--- src/rtl/slc3_user_input.sv ---
// slc3_user_input
// ---------------------------------------------------------------------------
// Front end for the SLC-3 push-buttons and slide switches.
//   Run / Continue : raw active-low buttons. Each is synchronized with two
//                    flops and then debounced. Outputs are the debounced
//                    active-high levels plus a one-cycle press strobe.
//   SW             : raw switches. Synchronized with two flops, not debounced.
//
// Ports
//   Clk             system clock, rising edge
//   Reset_n         asynchronous active-low reset
//   Run, Continue   raw buttons, active-low, asynchronous to Clk
//   SW              raw switch bus
//   Run_level       debounced Run, 1 = held
//   Continue_level  debounced Continue, 1 = held
//   Run_pulse       one-cycle strobe on a debounced Run press
//   Continue_pulse  one-cycle strobe on a debounced Continue press
//   Soft_reset      high while both debounced levels are high
//   SW_sync         synchronized switch bus
// ---------------------------------------------------------------------------
module slc3_user_input #(
  parameter int DEBOUNCE_CYCLES = 2,   // 1..255
  parameter int SW_WIDTH        = 10
) (
  input  logic                Clk,
  input  logic                Reset_n,
  input  logic                Run,
  input  logic                Continue,
  input  logic [SW_WIDTH-1:0] SW,
  output logic                Run_level,
  output logic                Continue_level,
  output logic                Run_pulse,
  output logic                Continue_pulse,
  output logic                Soft_reset,
  output logic [SW_WIDTH-1:0] SW_sync
);

  localparam logic [7:0] CNT_MAX = 8'(DEBOUNCE_CYCLES - 1);

  // Bit 0 is Run, bit 1 is Continue throughout.
  logic [1:0]          btn_s1_q, btn_s2_q;
  logic [SW_WIDTH-1:0] sw_s1_q, sw_s2_q;
  logic [7:0]          run_cnt_q, run_cnt_d;
  logic [7:0]          cont_cnt_q, cont_cnt_d;
  logic [1:0]          lvl_q, lvl_d;
  logic [1:0]          pulse_q, pulse_d;
  logic                soft_q, soft_d;

  // One debounce step: returns {next_level, next_count}.
  function automatic logic [8:0] db_step(input logic pressed,
                                         input logic level,
                                         input logic [7:0] cnt);
    logic [8:0] r;
    r = {level, 8'd0};
    if (pressed != level) begin
      if (cnt == CNT_MAX) r = {~level, 8'd0};
      else                r = {level, cnt + 8'd1};
    end
    return r;
  endfunction

  always_comb begin
    {lvl_d[0], run_cnt_d}  = db_step(~btn_s2_q[0], lvl_q[0], run_cnt_q);
    {lvl_d[1], cont_cnt_d} = db_step(~btn_s2_q[1], lvl_q[1], cont_cnt_q);
    // A press strobe fires in the cycle the level first reads 1, unless the
    // other button's level is also 1 in that cycle (held or rising together).
    pulse_d[0] = lvl_d[0] & ~lvl_q[0] & ~lvl_d[1];
    pulse_d[1] = lvl_d[1] & ~lvl_q[1] & ~lvl_d[0];
    // Registered so Soft_reset tracks the levels with no combinational glitch.
    soft_d     = lvl_d[0] & lvl_d[1];
  end

  always_ff @(posedge Clk or negedge Reset_n) begin
    if (!Reset_n) begin
      btn_s1_q   <= 2'b11;
      btn_s2_q   <= 2'b11;
      sw_s1_q    <= '0;
      sw_s2_q    <= '0;
      run_cnt_q  <= 8'd0;
      cont_cnt_q <= 8'd0;
      lvl_q      <= 2'b00;
      pulse_q    <= 2'b00;
      soft_q     <= 1'b0;
    end else begin
      btn_s1_q   <= {Continue, Run};
      btn_s2_q   <= btn_s1_q;
      sw_s1_q    <= SW;
      sw_s2_q    <= sw_s1_q;
      run_cnt_q  <= run_cnt_d;
      cont_cnt_q <= cont_cnt_d;
      lvl_q      <= lvl_d;
      pulse_q    <= pulse_d;
      soft_q     <= soft_d;
    end
  end

  assign Run_level      = lvl_q[0];
  assign Continue_level = lvl_q[1];
  assign Run_pulse      = pulse_q[0];
  assign Continue_pulse = pulse_q[1];
  assign Soft_reset     = soft_q;
  assign SW_sync        = sw_s2_q;

endmodule

--- config.mk ---
export PLATFORM = sky130hd
export DESIGN_NAME = slc3_user_input
export DESIGN_NICKNAME = d
export VERILOG_FILES = /design/src/rtl/slc3_user_input.sv
export SDC_FILE = /design/constraint.sdc
export NUM_CORES = 1
export LEC_CHECK = 0
export BUFFER_PORTS_ARGS = -buffer_cell sky130_fd_sc_hd__buf_2
export CORE_ASPECT_RATIO = 2
export CORE_MARGIN = 2
export CORE_UTILIZATION = 57
export CTS_CLUSTER_SIZE = 14
export DETAILED_ROUTE_END_ITERATION = 10
export PLACE_DENSITY_LB_ADDON = 0.05
export SYNTH_ARGS = -nofsm -noshare
export SYNTH_HDL_FRONTEND = slang
export SYNTH_SLANG_ARGS = --single-unit
--- constraint.sdc ---
create_clock -name Clk -period 3.9 [get_ports Clk]
set_clock_uncertainty 0.05 [all_clocks]
set_input_delay 0.195 -clock Clk [delete_from_list [all_inputs] [get_ports Clk]]
set_output_delay 0.195 -clock Clk [all_outputs]
set_load 0.05 [all_outputs]
==> metrics.txt <==
status=finished with violations; failing checks=hold timing; final hold violations=7; vias per cell=around 5.5; Post-synth EDFFs=0; clk buf depth=2; measured slew at the worst slew-check pin=just over 900 ps; Synth area leaders=dfrtp_1 64%, dfstp_2 6.5%, ha_1 3.1%; largest area contributor in the netlist=dfrtp_1; CP Max Fanout=5; pre-CTS setup slack=1890 ps; RSZ-0062 raised after global routing=false; Die X=41.6 um; CTS Sinks=45; total grt overflow=0; Starting Density=roughly three fifths; Worst path slowest cell=or4b_4; largest net degree at the start of global routing=46; Slew HR=38.3%; post-synth cell types=27; crit path time final=2020 ps; post-route clock period utilization=51.9%; Syn Area/Cell=~13 um^2; WL per Instance=13.5 um; Seq/Total Area, Yosys=70.0%; hold_ws=-10.4 ps; H-tree levels=2; ANT cells=0; DRT Wirelength=2.68 mm; FF+latch count, synth=45; Max-Cap Viols=0; Starting DRT DRC Count=34; power density over the cells=585 mW/mm^2; Peak VDD IR=0.399 mV; Final WS setup=between 1500 and 2000 ps; CTS tree=built; Global Route Usage Sum=19.1%; ys async rst share=100%; r2r worst-path depth=5; Tot Pwr=0.00119 W; first-pass GRT wire length=~4.7 mm; via count=1086; Max Slew Vio Count=0; Setup Buffers After CTS=0; Worst path max stage delay=480 ps; post-route ant nets=0; mapped cell area=approximately 0.0016 mm^2; Core ar.=between 0.002 and 0.003 mm^2; IO Pins=29; filler cell count in the final layout=188; root buf cell=clkbuf_8; Max Clock Freq=0.494 GHz; drt drc=0; Mapped Nets=between 100 and 150; ys flop type=dfrtp_1; cell total after placement=178; Final Setup Violations=0; Min-Delay Path Class=in -> async; Die H=just under 80 um; worst path cell trace=inv_1, ha_1, or4b_4, or3_4, a2111oi_2; total leakage power=0.932 nW; dpl hpwl=1.86 mm; nets=186; Buffers on Ports=28; arrival time worst endpoint=2150 ps; Post-Syn Instances=122; layout overhead on the synthesized area=25.6%; clock latency on the worst-skew pair=290 ps; die area=0.00330 mm^2; data required time of the worst path=4030 ps; CP Capture Type=flop; Cell Rows=27; initial antenna violation count=0; WS Path Type=reg -> reg; CTS Buf Count=5; fin cells=198; vias in the first global route=~1.1k; Setup Total Neg Slack=0 ps; Detailed Routing Iterations Pass 1=4; Warnings, synthesis=0; Worst-path clk slew=about 80 ps; Synth top area share=between 60% and 70%; share of layout cells above drive strength 1=a little over a quarter; crit start category=flop; routability cong.=0.846
-- cell type report --
type / count / area (um^2) / area share [%]
Multi-Input combinational cell: 72 / 465 / 22.9
Clock buffer: 6 / 82.6 / 4.07
Tap cell: 29 / 36.3 / 1.79
Inverter: 4 / 15.0 / 0.740
Clock inverter: 2 / 37.5 / 1.85
Sequential cell: 45 / 1130 / 55.8
Timing Repair Buffer: 40 / 260 / 12.8
-- critical path: cells and delay by family (launching register included) --
| kind | cells | cell delay [ps] |
|---|---|---|
| AO/OA/AOI/OAI | 1 | 360 |
| buffers and inverters | 1 | 70 |
| adder cells (fa/ha/maj) | 1 | 130 |
| flip-flops | 1 | 430 |
| AND/OR/NAND/NOR | 2 | 880 |
-- power breakdown --
part / internal [W] / switching [W]
logic: 0.0000967 / 0.000181
registers: 0.000515 / 0.0000444
clock network: 0.000208 / 0.000142
total: 0.000820 / 0.000368
-- per-stage QoR --
| stage | hold WS [ps] | cell area, um^2 | util, % |
|---|---|---|---|
| floorplan | -151 | 1620 | - |
| global placement | 250 | 1790 | 65.3 |
| detailed placement | 252 | 1790 | 65.3 |
| CTS | 21.3 | 2030 | 74.1 |
| global route | 78.3 | 2030 | 74.1 |
| finish | -10.4 | 2030 | 74.1 |
-- synth_stat cells, drive strengths merged (3+ instances only) --
cell type / n
dfrtp: 41
nor2: 10
or3: 9
nand3: 8
o21ai: 8
a21oi: 6
dfstp: 4
ha: 4
inv: 4
nand2: 4
xnor2: 4
xor2: 4
nor3: 3
-- cell families (layout without fill, tap and decap cells) --
family          after synthesis  after routing  synth area share, %
flops                        45             45                 70.0
fa+ha+maj                     4              4                 3.10
compound gates               18             18                 6.82
simple gates                 42             42                 14.6
buf+inv                       5             52                 1.16
xor+xnor                      8              8                 4.34
-- cell usage in the layout, fill, tap and decap left out, drive strengths merged --
cell,netlist,routed
or4,1,1
o21bai,1,1
a21boi,1,1
inv,4,4
xor2,4,4
nor2,10,10
nand3,8,8
ha,4,4
clkbuf,1,6
a2111oi,1,1
buf,0,28
bufinv,0,1
or4b,2,2
dlygate4sd3,0,12
o211a,1,1
or2,1,1
dfstp,4,4
and2,1,1
xnor2,4,4
o21ai,8,8
nand4,2,2
nor4b,1,1
clkinvlp,0,1
dfrtp,41,41
a21oi,6,6
nor3,3,3
nand2,4,4
or3,9,9
-- per-layer routing --
metal  track usage [%]  vias to the layer above  routed length, um
met5                 0                        -                  0
met4              9.35                        0                 36
met3              5.23                        5                105
met2              32.3                       27               1530
met1              21.7                      538               1010
li1                  -                      516                  -
-- registers in the layout (all words and copies together), names as in the netlist --
name / cells
SW_sync: 10
btn_s2_q: 2
sw_s1_q: 10
pulse_q: 2
btn_s1_q: 2
cont_cnt_q: 8
Soft_reset: 1
lvl_q: 2
run_cnt_q: 8
-- worst paths after layout --
check / start / to / slack [ps]
max in group asynchronous: Reset_n / SW_sync[8] / 3230
setup / recovery: run_cnt_q[1] / pulse_q[1] / 1880
hold reg to reg: sw_s1_q[4] / SW_sync[4] / 300
hold / removal: Reset_n / SW_sync[5] / -10
setup reg to reg: run_cnt_q[1] / pulse_q[1] / 1880
min in group Clk: sw_s1_q[4] / SW_sync[4] / 300
-- repair_timing --
item | in CTS | in global routing
resized for setup | 0 | 0
hold buffers | 12 | 0
endpoints found under the hold margin | 12 | 0
Power figures use the tool's default switching activity.
